==> src/rtl/alu_cmd_ctrl.sv <==
// -----------------------------------------------------------------------------
// alu_cmd_ctrl
//
// Command front-end for an external 4-bit combinational ALU.
//
// A command (opcode + operands) is accepted over a valid/ready handshake. On
// acceptance the ALU pins (A, B, B_inv, SEL) are registered and then held
// stable for SETTLE_CYCLES cycles. On the last settle cycle the ALU result
// and overflow are sampled and pushed into a small first-word-fall-through
// result FIFO, which is drained over a second valid/ready handshake.
//
// An internal 4-bit accumulator captures every legal result so that the
// ACC_ADD / ACC_SUB opcodes can chain arithmetic without re-sending operand A.
//
// Parameters
//   SETTLE_CYCLES  cycles the ALU pins are held before sampling (1..7)
//   RES_DEPTH      result FIFO depth (2 or 4)
//
// Ports
//   clk, rst_n                rising-edge clock, asynchronous active-low reset
//   cmd_valid/cmd_ready       command handshake
//   cmd_op, cmd_a, cmd_b      opcode and operands (cmd_a unused by ACC_* ops)
//   alu_a, alu_b              registered operands to the ALU
//   alu_binv                  ALU B_inv (subtract)
//   alu_sel                   ALU SEL1:SEL0 (00 sum, 01 AND, 10 OR, 11 XOR)
//   alu_out, alu_ov           ALU result and signed overflow
//   res_valid/res_ready       result handshake (FIFO head)
//   res_data                  result value
//   res_ov                    signed overflow, 0 for logic ops and errors
//   res_zero                  res_data == 0
//   res_err                   illegal opcode marker
// -----------------------------------------------------------------------------
module alu_cmd_ctrl #(
  parameter int unsigned SETTLE_CYCLES = 1,
  parameter int unsigned RES_DEPTH     = 2
) (
  input  logic       clk,
  input  logic       rst_n,

  input  logic       cmd_valid,
  output logic       cmd_ready,
  input  logic [2:0] cmd_op,
  input  logic [3:0] cmd_a,
  input  logic [3:0] cmd_b,

  output logic [3:0] alu_a,
  output logic [3:0] alu_b,
  output logic       alu_binv,
  output logic [1:0] alu_sel,
  input  logic [3:0] alu_out,
  input  logic       alu_ov,

  output logic       res_valid,
  input  logic       res_ready,
  output logic [3:0] res_data,
  output logic       res_ov,
  output logic       res_zero,
  output logic       res_err
);

  // ---------------------------------------------------------------------------
  // Types and constants
  // ---------------------------------------------------------------------------
  typedef enum logic [2:0] {
    OP_ADD     = 3'd0,
    OP_SUB     = 3'd1,
    OP_AND     = 3'd2,
    OP_OR      = 3'd3,
    OP_XOR     = 3'd4,
    OP_ACC_ADD = 3'd5,
    OP_ACC_SUB = 3'd6,
    OP_ILLEGAL = 3'd7
  } op_e;

  typedef enum logic {
    S_IDLE  = 1'b0,
    S_DRIVE = 1'b1
  } state_e;

  // One FIFO entry: everything the consumer sees for a single result.
  typedef struct packed {
    logic [3:0] data;
    logic       ov;
    logic       zero;
    logic       err;
  } res_t;

  localparam logic [1:0] SEL_SUM = 2'b00;
  localparam logic [1:0] SEL_AND = 2'b01;
  localparam logic [1:0] SEL_OR  = 2'b10;
  localparam logic [1:0] SEL_XOR = 2'b11;

  localparam int unsigned PTR_W = $clog2(RES_DEPTH);
  localparam int unsigned CNT_W = PTR_W + 1;

  localparam logic [2:0]       SETTLE_LAST = 3'(SETTLE_CYCLES - 1);
  localparam logic [CNT_W-1:0] DEPTH_CNT   = CNT_W'(RES_DEPTH);

  // ---------------------------------------------------------------------------
  // Declarations
  // ---------------------------------------------------------------------------
  state_e            state;
  state_e            next_state;
  logic [2:0]        settle_cnt;

  op_e               cmd_op_e;
  logic              cmd_accept;
  logic              push;
  logic              pop;

  // Pin values the current command would load; defaults hold the old pins.
  logic [3:0]        pin_a_d;
  logic [3:0]        pin_b_d;
  logic              pin_binv_d;
  logic [1:0]        pin_sel_d;
  logic              ov_en_d;
  logic              err_d;

  // Attributes of the command in flight, captured at acceptance.
  logic              ov_en_q;
  logic              err_q;

  logic [3:0]        acc;

  res_t              fifo_mem [RES_DEPTH];
  logic [PTR_W-1:0]  wr_ptr;
  logic [PTR_W-1:0]  rd_ptr;
  logic [CNT_W-1:0]  count;
  res_t              push_entry;
  res_t              head;

  assign cmd_op_e = op_e'(cmd_op);

  // ---------------------------------------------------------------------------
  // Control FSM
  // ---------------------------------------------------------------------------
  // NOTE: sequential state uses non-blocking assignments so every flop samples
  // the pre-edge value of its inputs regardless of block ordering.
  always_ff @(posedge clk or negedge rst_n) begin
    if (!rst_n) begin
      state <= S_IDLE;
    end else begin
      state <= next_state;
    end
  end

  // NOTE: every output of this block is given a default first, so no path can
  // leave a signal unassigned and infer a latch.
  always_comb begin
    next_state = state;
    cmd_ready  = 1'b0;
    push       = 1'b0;
    case (state)
      S_IDLE: begin
        // Only one command is ever in flight, so a free FIFO slot now is
        // guaranteed to still be free when its result is pushed.
        cmd_ready = rst_n && (count < DEPTH_CNT);
        if (cmd_valid && cmd_ready) begin
          next_state = S_DRIVE;
        end
      end
      S_DRIVE: begin
        if (settle_cnt == SETTLE_LAST) begin
          push       = 1'b1;
          next_state = S_IDLE;
        end
      end
      default: next_state = S_IDLE;
    endcase
  end

  assign cmd_accept = cmd_valid && cmd_ready;

  // Settle counter: zero whenever idle, so it starts at 0 on the first DRIVE
  // cycle and reaches SETTLE_LAST on the sampling cycle.
  always_ff @(posedge clk or negedge rst_n) begin
    if (!rst_n) begin
      settle_cnt <= '0;
    end else if (state == S_DRIVE) begin
      settle_cnt <= settle_cnt + 3'd1;
    end else begin
      settle_cnt <= '0;
    end
  end

  // ---------------------------------------------------------------------------
  // Opcode decode to ALU pin values
  // ---------------------------------------------------------------------------
  always_comb begin
    pin_a_d    = alu_a;
    pin_b_d    = alu_b;
    pin_binv_d = alu_binv;
    pin_sel_d  = alu_sel;
    ov_en_d    = 1'b0;
    err_d      = 1'b0;
    case (cmd_op_e)
      OP_ADD, OP_SUB: begin
        pin_a_d    = cmd_a;
        pin_b_d    = cmd_b;
        pin_binv_d = (cmd_op_e == OP_SUB);
        pin_sel_d  = SEL_SUM;
        ov_en_d    = 1'b1;
      end
      OP_ACC_ADD, OP_ACC_SUB: begin
        pin_a_d    = acc;
        pin_b_d    = cmd_b;
        pin_binv_d = (cmd_op_e == OP_ACC_SUB);
        pin_sel_d  = SEL_SUM;
        ov_en_d    = 1'b1;
      end
      OP_AND: begin
        pin_a_d    = cmd_a;
        pin_b_d    = cmd_b;
        pin_binv_d = 1'b0;
        pin_sel_d  = SEL_AND;
      end
      OP_OR: begin
        pin_a_d    = cmd_a;
        pin_b_d    = cmd_b;
        pin_binv_d = 1'b0;
        pin_sel_d  = SEL_OR;
      end
      OP_XOR: begin
        pin_a_d    = cmd_a;
        pin_b_d    = cmd_b;
        pin_binv_d = 1'b0;
        pin_sel_d  = SEL_XOR;
      end
      default: begin
        // Illegal opcode: pins keep their old values, the command still runs
        // through DRIVE so every command has the same latency.
        err_d = 1'b1;
      end
    endcase
  end

  // Pins only move on the acceptance edge, so the ALU sees a clean, stable
  // operand set for the whole settle window and between commands.
  always_ff @(posedge clk or negedge rst_n) begin
    if (!rst_n) begin
      alu_a    <= '0;
      alu_b    <= '0;
      alu_binv <= 1'b0;
      alu_sel  <= SEL_SUM;
      ov_en_q  <= 1'b0;
      err_q    <= 1'b0;
    end else if (cmd_accept) begin
      alu_a    <= pin_a_d;
      alu_b    <= pin_b_d;
      alu_binv <= pin_binv_d;
      alu_sel  <= pin_sel_d;
      ov_en_q  <= ov_en_d;
      err_q    <= err_d;
    end
  end

  // ---------------------------------------------------------------------------
  // Result formation and accumulator
  // ---------------------------------------------------------------------------
  always_comb begin
    if (err_q) begin
      push_entry = '{data: 4'h0, ov: 1'b0, zero: 1'b1, err: 1'b1};
    end else begin
      push_entry = '{data: alu_out,
                     ov:   ov_en_q && alu_ov,
                     zero: (alu_out == 4'h0),
                     err:  1'b0};
    end
  end

  always_ff @(posedge clk or negedge rst_n) begin
    if (!rst_n) begin
      acc <= '0;
    end else if (push && !err_q) begin
      acc <= alu_out;
    end
  end

  // ---------------------------------------------------------------------------
  // Result FIFO (first-word fall-through)
  // ---------------------------------------------------------------------------
  assign pop = res_valid && res_ready;

  // NOTE: the storage array is not reset; occupancy is tracked by the reset
  // pointers/count and the head is masked while empty, so stale contents are
  // never visible.
  always_ff @(posedge clk) begin
    if (push) begin
      fifo_mem[wr_ptr] <= push_entry;
    end
  end

  always_ff @(posedge clk or negedge rst_n) begin
    if (!rst_n) begin
      wr_ptr <= '0;
      rd_ptr <= '0;
      count  <= '0;
    end else begin
      if (push) begin
        wr_ptr <= wr_ptr + PTR_W'(1);
      end
      if (pop) begin
        rd_ptr <= rd_ptr + PTR_W'(1);
      end
      case ({push, pop})
        2'b10:   count <= count + CNT_W'(1);
        2'b01:   count <= count - CNT_W'(1);
        default: count <= count;
      endcase
    end
  end

  assign head      = fifo_mem[rd_ptr];
  assign res_valid = (count != '0);
  assign res_data  = res_valid ? head.data : 4'h0;
  assign res_ov    = res_valid && head.ov;
  assign res_zero  = res_valid && head.zero;
  assign res_err   = res_valid && head.err;

endmodule

==> config.mk <==
export PLATFORM = sky130hd
export DESIGN_NAME = alu_cmd_ctrl
export DESIGN_NICKNAME = d
export VERILOG_FILES = /design/src/rtl/alu_cmd_ctrl.sv
export SDC_FILE = /design/constraint.sdc
export NUM_CORES = 1
export LEC_CHECK = 0
export ABC_AREA = 1
export CAP_MARGIN = 15
export CORE_ASPECT_RATIO = 0.7
export CORE_UTILIZATION = 50
export CTS_BUF_LIST = sky130_fd_sc_hd__clkbuf_4
export DETAILED_ROUTE_END_ITERATION = 16
export GPL_TIMING_DRIVEN = 0
export PLACE_DENSITY = 0.79
export SLEW_MARGIN = 5
export SYNTH_ARGS = -nofsm -noshare
export SYNTH_HDL_FRONTEND = slang
export SYNTH_SLANG_ARGS = --single-unit
==> constraint.sdc <==
create_clock -name clk -period 2.16 [get_ports clk]
set_clock_uncertainty 0.1 [all_clocks]
set_input_delay 0.216 -clock clk [delete_from_list [all_inputs] [get_ports clk]]
set_output_delay 0.216 -clock clk [all_outputs]
set_load 0.005 [all_outputs]
==> metrics.md, run 1 <==
| Metric | Value |
|---|---|
| Status | finished clean |
| VDD IR-drop max | 0.482 mV |
| Ys flop type | dfrtp_1 |
| Final wirelength | 3670 um |
| Tightest Pin Transition | 802 ps |
| Routed vias/inst | 4.82 |
| Hpwl dp | 2760 um |
| Adder-Cell Fraction of Synth Area | 0.0339 |
| DR vias | 1485 |
| First-pass GRT wire length | 5750 um |
| Placer congestion estimate | 0.786 |
| Mapped cell area | 1840 um^2 |
| Setup TNS | 0 ps |
| Vias in the first global route | 1220 |
| I/O pin count | 40 |
| Nets | 282 |
| Clk Latency, worst-skew pair | 340 ps |
| CTS Sinks | 39 |
| Drt pass-1 iters | 4 |
| Post-synth EDFFs | 14 |
| Std-Cell Rows | 18 |
| Port bufs | 39 |
| Root Driver | clkbuf_4 |
| Worst hold stages | 3 |
| Largest net degree at the start of global routing | 18 |
| GRT Util Overall | 0.208 |
| Crit path launch type | register |
| CP arrival | 1720 ps |
| CORE AREA | 3510 um^2 |
| Max Buffers Root-to-Sink | 2 |
| Avg WL per Cell | 11.9 um |
| Complex-gate fraction of the synthesized area | 0.0577 |
| Mapped Cells | 208 |
| Max-Cap Viols | 0 |
| Most common cell after layout, fill and taps aside | nand2_1 |
| Syn Nets | 233 |
| Clk slew on worst S/H paths | 110 ps |
| GRT overflow | 0 |
| Iteration-0 DRC Markers | 122 |
| Setup Crit Path Kind | register to primary output |
| Worst flop-to-flop path endpoint | fifo_mem[0][5] |
| Worst Path Required | 1840 ps |
| Slew HR | 0.464 |
| Seq/Total Area, Yosys | 0.567 |
| Ys async rst share | 0.641 |
| CP endpoint kind | primary output |
| Die height | 52.8 um |
| Commonest non-fill, non-tap cells in the layout | nand2_1, clkdlybuf4s50_1, dfrtp_1 |
| P&R area growth vs syn | 30.1% |
| Post-synthesis mux area share | 0 |
| Post-synthesis simple-gate area fraction | 0.266 |
| Hold_sp | cmd_b[2] |
| Buffer count from post-CTS setup fixing | 0 |
| TritonCTS Buffers | 5 |
| Flops & latches, synth | 39 |
| Final std cells w/o fill | 308 |
| Final period utilization | 0.941 |
| Initial Util | 0.525 |
| Worst R2R Setup Slack | 220 ps |
| H-tree levels | 2 |
| Max-slew violation count | 0 |
| Avg Cell Area, Syn | 8.87 um^2 |
| RR Startpoint | settle_cnt[0] |
| Largest family of logic cells by synthesized area | simple AND/OR/NAND/NOR gates |
| Synth warnings | 0 |
| Fin crit period | 2030 ps |
| Layout cells sized above 1 | 0.0969 |
| Hold EP | alu_b[2] |
| Final hold violation count | 0 |
| Inst Count DP | 298 |
| Crit path max fanout | 9 |
| HP Class | primary input to register |
| RSZ-0062 raised after global routing | false |
| Post-Synth XOR/XNOR Area | 0.0190 |
| Max Clk Rate | 492 MHz |
| Cell taking the most area after synthesis | dfrtp_1 |
| Antenna violations before repair | 0 |
| Die width | 74.6 um |
| Share of the synthesized area in the top cell type | 0.339 |
| Reg2Reg Depth | 6 |
| Post-detailed-route count of antenna-violating nets | 0 |
| CTS tree | done |
| Antenna diode count | 0 |
| Dominant cells by area after synthesis | dfrtp_1, edfxtp_1, nand2_1 |
| Die area | 3940 um^2 |
| Distinct cells, synth | 24 |
| DRC viols | 0 |
| PD cells | 1080 nW/um^2 |
| Setup Viol. Count Final | 0 |
| Leakage | 1.13 nW |
-- cells in the mapped netlist, drive strengths merged, types with 3 or more instances --
| cell type | number |
|---|---|
| o21ai | 9 |
| nor2 | 17 |
| ha | 5 |
| edfxtp | 14 |
| xor2 | 3 |
| nand2 | 81 |
| buf | 3 |
| nand3 | 15 |
| a21oi | 10 |
| dfrtp | 25 |
| inv | 21 |
-- worst max-delay path, cell delays in order, from the launching register on --
cell and delay [ps]:
dfrtp_1 370, buf_2 190, inv_4 110, nand2_1 50, a21oi_1 120, clkdlybuf4s50_1 530
-- where the power goes --
group,switching (mW),leakage [nW],internal (mW)
Clock,0.221,0.0307,0.133
Combinational,0.518,0.657,0.563
Sequential,0.133,0.444,1.02
-- flip-flops by register name, indices dropped and copies added (netlist names) --
register,cells
acc,4
alu_a,4
alu_b,4
alu_binv,1
alu_sel,2
count,2
err_q,1
fifo_mem,14
ov_en_q,1
rd_ptr,1
settle_cnt,3
state,1
wr_ptr,1
-- stage by stage --
step	instance area [um^2]	setup slack [ps]	util	hold slack [ps]	total power, mW
CTS	2400	69.6	0.682	317	2.60
global route	2400	13.2	0.683	345	2.78
floorplan	1840	501	-	-180	1.68
global placement	2300	-462	0.654	350	2.20
finish	2400	128	0.683	325	2.59
detailed placement	2320	-58.6	0.662	356	2.24
-- routing by layer --
metal / wire length, um / track usage / share of wire
met5: 0 / 0 / 0
met4: 44 / 0.0755 / 0.012
met3: 166 / 0.0519 / 0.045
met2: 1590 / 0.279 / 0.43
met1: 1870 / 0.319 / 0.51
-- kinds of logic after synthesis --
| group | Yosys count |
|---|---|
| buffers and inverters | 25 |
| and+or+nand+nor | 115 |
| DFF | 39 |
| AOI/OAI and AO/OA | 20 |
| adders and majority gates | 5 |
| xor gates and xnor gates | 4 |
-- worst max path at each step --
stage | end | startpoint | slack [ps] | cells past startpoint
5_1_grt | res_data[0] | rd_ptr | 10 | 5
3_3_place_gp | cmd_ready | rst_n | -460 | 4
3_5_place_dp | cmd_ready | rst_n | -60 | 5
6_report | res_ov | rd_ptr | 130 | 5
2_1_floorplan | count[1] | settle_cnt[0] | 500 | 9
4_1_cts | res_zero | rd_ptr | 70 | 5
-- layout make-up --
type	count	area [um^2]
sequential	39	1050
tap	50	62.6
buffer	4	25.0
inverter	21	81.3
clock inverter	2	7.51
fill	315	1110
timing repair buffer	42	437
multi-input combinational	144	694
clock buffer	6	45.0
-- repair_timing --
action | CTS | global route
hold buffers | 2 | 0
setup endpoints to repair | 6 | 2
hold endpoints to repair | 8 | 0
resized for setup | 2 | 1
(Power assumes the default switching activity.)
==> run 2, diff against run 1 <==
--- a/config.mk
+++ b/config.mk
@@ -13,6 +13,7 @@
 export DETAILED_ROUTE_END_ITERATION = 16
 export GPL_TIMING_DRIVEN = 0
 export PLACE_DENSITY = 0.79
+export SETUP_SLACK_MARGIN = 0.5
 export SLEW_MARGIN = 5
 export SYNTH_ARGS = -nofsm -noshare
 export SYNTH_HDL_FRONTEND = slang
==> run 2 against run 1 <==
  * First-iteration DRC count increased by 30%
  * Sequential cell count unchanged
  * Hold slack got worse by 11 ps
  * Sequential share of layout area decreased by 3.4 points
  * Die area unchanged
  * Via count increased by 9.1%
  * Final area increased by 8.6%
  * Core utilization increased by 5.9 points
==> metrics.md, run 2 (synthesis results as in run 1) <==
| Metric | Value |
|---|---|
| Status | finished clean |
| CORE AREA | 3510 um^2 |
| Final period utilization | 0.770 |
| Busiest metal layer after global routing | met1 |
| Largest net degree at the start of global routing | 15 |
| Clk slew on worst S/H paths | 120 ps |
| Worst flop-to-flop path endpoint | count[1] |
| Cell area after layout | 2610 um^2 |
| H-tree levels | 2 |
| Crit path max fanout | 5 |
| Tightest Pin Transition | 673 ps |
| Post-detailed-route count of antenna-violating nets | 0 |
| Slowest cell on the critical path | dfrtp_1 |
| Die width | 74.6 um |
| Placer congestion estimate | 0.786 |
| GR Util met1 | 0.360 |
| Root Driver | clkbuf_4 |
| Fill count | 281 |
| CP endpoint kind | register |
| Setup Viol. Count Final | 0 |
| First-pass GRT wire length | 6680 um |
| Hold EP | alu_b[2] |
| Avg WL per Cell | 13.3 um |
| CP arrival | 1840 ps |
| Vias in the first global route | 1369 |
| P&R area growth vs syn | 41.2% |
| Slew HR | 0.550 |
| Nets | 303 |
| CTS tree | done |
| GRT overflow | 0 |
| Final setup margin | 498 ps |
| TritonCTS Buffers | 5 |
| Iteration-0 DRC Markers | 158 |
| Most common cell after layout, fill and taps aside | nand2_1 |
| Max-Cap Viols | 0 |
| Setup TNS | 0 ps |
| Die area | 3940 um^2 |
| Worst hold stages | 3 |
| Worst R2R Setup Slack | 500 ps |
| Buf+Inv Stages, Crit Path | 2 |
| Port bufs | 39 |
| Worst Path Required | 2340 ps |
| Register area | 1050 um^2 |
| RSZ-0062 raised after global routing | true |
| Initial Util | 0.525 |
| VDD IR-drop max | 0.504 mV |
| Max Buffers Root-to-Sink | 2 |
| Hpwl dp | 2760 um |
| Largest register by flop count | fifo_mem |
| CTS Sinks | 39 |
| Die height | 52.8 um |
| Core Util, Final | 0.741 |
| Footprint of the multi-input gates | 758 um^2 |
| Placement Cell Area | 2320 um^2 |
| Worst path cell trace | inv_1 -> ha_2 -> inv_2 -> nor2_4 -> nand2_4 -> ha_4 -> or2_4 -> nand2_2 -> xor2_1 |
| Layout cells sized above 1 | 0.233 |
| PnR Total Power | 2.93 mW |
| Crit path launch type | register |
| Cell family with most CP delay | simple AND/OR/NAND/NOR gates |
| Crit path largest cell delay | 400 ps |
| Commonest non-fill, non-tap cells in the layout | nand2_1, clkdlybuf4s50_1, dfrtp_1 |
| GRT Util Overall | 0.243 |
| Antenna diode count | 0 |
| DRC viols | 0 |
| Clk Latency, worst-skew pair | 350 ps |
| Std-Cell Rows | 18 |
| PD cells | 1130 nW/um^2 |
| Final wirelength | 4380 um |
| DR vias | 1620 |
| Max-slew violation count | 0 |
| Max FFs per register | 14 |
| Leakage | 1.25 nW |
| RR Startpoint | settle_cnt[0] |
| Hold_sp | cmd_b[2] |
| Fin crit period | 1660 ps |
| Routed vias/inst | 4.92 |
| DP Worst Slack | -58.6 ps |
| I/O pin count | 40 |
| HP Class | primary input to register |
| Final hold violation count | 0 |
| Grt met2 use | 0.341 |
| Met3 usage | 0.0654 |
| Drt pass-1 iters | 4 |
| Antenna violations before repair | 0 |
| Reg2Reg Depth | 9 |
| Max Clk Rate | 602 MHz |
| Setup Crit Path Kind | register to register |
run 2: worst max-delay path by stage:
stage / to / start / depth (start not counted)
floorplan: count[1] / settle_cnt[0] / 9
global placement: cmd_ready / rst_n / 4
detailed placement: cmd_ready / rst_n / 5
CTS: fifo_mem[0][5] / settle_cnt[0] / 6
global route: fifo_mem[0][1] / settle_cnt[0] / 6
finish: count[1] / settle_cnt[0] / 9
run 2: per-layer routing:
metal,up-vias,wire (um)
li1,798,-
met1,772,2070
met2,41,1970
met3,9,278
met4,0,63
met5,-,0
run 2: power by group:
group | switching [mW] | internal (mW) | leakage, nW
Sequential | 0.143 | 1.03 | 0.443
Combinational | 0.652 | 0.747 | 0.777
Clock | 0.233 | 0.133 | 0.0307
run 2: tightest hold or removal path: stages:
cell and delay [ps]:
clkdlybuf4s50_1 390, nand3_1 80, nand2_1 50
run 2: stage by stage:
| stage | instances | hold WS, ps |
|---|---|---|
| global route | 329 | 344 |
| detailed placement | 298 | 356 |
| floorplan | 208 | -180 |
| global placement | 297 | 350 |
| finish | 329 | 314 |
| CTS | 325 | 317 |
run 2: final cells by class:
| type | count | area share |
|---|---|---|
| Tap cell | 50 | 0.0240 |
| Buffer | 4 | 0.0120 |
| Clock buffer | 6 | 0.0173 |
| Sequential cell | 39 | 0.402 |
| Timing Repair Buffer | 63 | 0.219 |
| Inverter | 21 | 0.0322 |
| Clock inverter | 2 | 0.00288 |
| Multi-Input combinational cell | 144 | 0.291 |
run 2: timing repair:
item / CTS / global route
cloned: 0 / 0
buffers inserted: 16 / 4
endpoints found under the hold margin: 22 / 0
endpoints found under the setup margin: 36 / 29
hold buffers: 3 / 0
pin swaps: 6 / 3
gates resized for setup: 48 / 10
==> run 3, diff against run 2 <==
==> constraint.sdc (replaced) <==
create_clock -name clk -period 1.55 [get_ports clk]
set_clock_uncertainty 0.1 [all_clocks]
set_input_delay 0.155 -clock clk [delete_from_list [all_inputs] [get_ports clk]]
set_output_delay 0.155 -clock clk [all_outputs]
set_load 0.005 [all_outputs]
==> run 3 against run 2 <==
  * The run now ends with negative setup slack left
  * Total power up 67%
  * Critical path depth unchanged
  * Die area unchanged
  * Core utilization up 13 points
  * Largest power group unchanged
  * Non-clock buffer count up 17
  * Clock power up 85%
  * Largest cell class unchanged
  * Clock-buffer cell count down 1
  * Global-route usage up 1.4 points
  * Fmax up 2.0%
==> metrics.md, run 3 (synthesis results as in run 1) <==
| Metric | Value |
|---|---|
| Status | complete, but fails checks |
| Failing checks | negative setup slack |
| Setup Crit Path Kind | register to register |
| DP Worst Slack | -639 ps |
| Fin crit period | 1630 ps |
| Die width | 74.6 um |
| Root Driver | clkbuf_4 |
| Max Buffers Root-to-Sink | 2 |
| Inst Count DP | 298 |
| Largest register by flop count | fifo_mem |
| GRT Util Overall | 0.256 |
| Nets | 320 |
| PD cells | 1610 nW/um^2 |
| DRC viols | 0 |
| Avg WL per Cell | 15.3 um |
| Register area | 1050 um^2 |
| Layout cells sized above 1 | 0.473 |
| Max-slew violation count | 0 |
| Final hold violation count | 0 |
| Footprint of the multi-input gates | 991 um^2 |
| Final setup margin | -80.2 ps |
| Final std cells w/o fill | 346 |
| H-tree levels | 2 |
| Final wirelength | 5290 um |
| Post-detailed-route count of antenna-violating nets | 0 |
| Tightest Pin Transition | 545 ps |
| Vias in the first global route | 1563 |
| Cell area after layout | 3050 um^2 |
| Leakage | 1.44 nW |
| PnR Total Power | 4.90 mW |
| Antenna diode count | 0 |
| VDD IR-drop max | 1.52 mV |
| Final period utilization | 1.05 |
| Slew HR | 0.636 |
| Routed vias/inst | 5.03 |
| Clk Latency, worst-skew pair | 360 ps |
| CP arrival | 1770 ps |
| Std-Cell Rows | 18 |
| CORE AREA | 3510 um^2 |
| I/O pin count | 40 |
| Crit path launch type | register |
| CP endpoint kind | register |
| Placement Cell Area | 2390 um^2 |
| Max-Cap Viols | 0 |
| GRT overflow | 0 |
| Iteration-0 DRC Markers | 65 |
| Max FFs per register | 14 |
| Most common cell after layout, fill and taps aside | nand2_1 |
| P&R area growth vs syn | 65.2% |
| Core Util, Final | 0.867 |
| Crit path max fanout | 4 |
| Hpwl dp | 2790 um |
| CTS Sinks | 39 |
| Die height | 52.8 um |
| Drt pass-1 iters | 4 |
| Antenna violations before repair | 0 |
| Die area | 3940 um^2 |
| Setup Viol. Count Final | 18 |
| First-pass GRT wire length | 7070 um |
| Fill count | 184 |
| Worst Path Required | 1690 ps |
| DR vias | 1742 |
| Commonest non-fill, non-tap cells in the layout | nand2_1, dfrtp_1, nand2_2, buf_4, buf_2 |
| RSZ-0062 raised after global routing | true |
| Placer congestion estimate | 0.805 |
| Clk slew on worst S/H paths | 130 ps |
| CTS tree | done |
| Initial Util | 0.525 |
| Largest net degree at the start of global routing | 18 |
| TritonCTS Buffers | 5 |
| Max Clk Rate | 613 MHz |
| HP Class | primary input to register |
| Port bufs | 39 |
[run 3: changes by cell type in the layout (fill, tap and decap cells not counted), moves of 8 or more]
cell             before  now
a21oi_2               0    8
buf_2                 6   19
buf_6                 5   17
clkdlybuf4s50_1      29   18
nand2_1              77   54
nand2_2               3   19
nor2_4                2   12
[run 3: final cells by class]
class                      count  share of cell area
clock inverter                 3              0.0127
sequential                    39               0.345
inverter                      21              0.0308
clock buffer                   5              0.0123
timing repair buffer          80               0.238
tap                           50              0.0205
multi-input combinational    144               0.325
buffer                         4              0.0160
[run 3: power breakdown]
part | leakage, nW | switching [mW] | internal, mW | total (mW)
clock network | 0.0426 | 0.346 | 0.332 | 0.678
registers | 0.440 | 0.207 | 1.43 | 1.64
logic | 0.962 | 1.23 | 1.35 | 2.58
total | 1.44 | 1.79 | 3.11 | 4.90
[run 3: worst max-delay path: stages (launching register included)]
cell and delay, ps:
dfrtp_1 400, inv_1 60, ha_2 160, inv_2 40
nor2_4 100, nand2_4 90, ha_4 230, a21oi_2 110
nand2_2 60, xor2_1 150
[run 3: per-stage QoR]
stage	hold slack, ps	setup TNS (ps)
floorplan	-241	-36.2
global placement	351	-21790
detailed placement	357	-10420
CTS	-319	-1020
global route	250	-2900
finish	242	-1030
[run 3: routing by layer]
| metal | vias to the layer above | GRT usage | share of wire |
|---|---|---|---|
| met4 | 0 | 0.0597 | 0.015 |
| met5 | - | 0 | 0 |
| met3 | 7 | 0.0731 | 0.052 |
| met1 | 840 | 0.336 | 0.43 |
| li1 | 843 | - | - |
| met2 | 52 | 0.420 | 0.50 |
[run 3: timing repair]
item	4_1_cts	5_1_grt
setup endpoints to repair	59	69
cloned	1	0
pin swaps	15	24
endpoints found under the hold margin	25	14
resized for setup	146	30
setup buffers	26	8
[run 3: final timing paths]
| check | from | endpoint | slack, ps | cells after the start |
|---|---|---|---|---|
| min reg2reg | alu_binv | alu_binv | 390 | 2 |
| max | settle_cnt[0] | count[1] | -80 | 9 |
| max in group asynchronous | rst_n | err_q | 590 | 2 |
| min | cmd_b[0] | alu_b[0] | 240 | 3 |
| max reg2reg | settle_cnt[0] | count[1] | -80 | 9 |
| min in group asynchronous | rst_n | acc[1] | 310 | 3 |
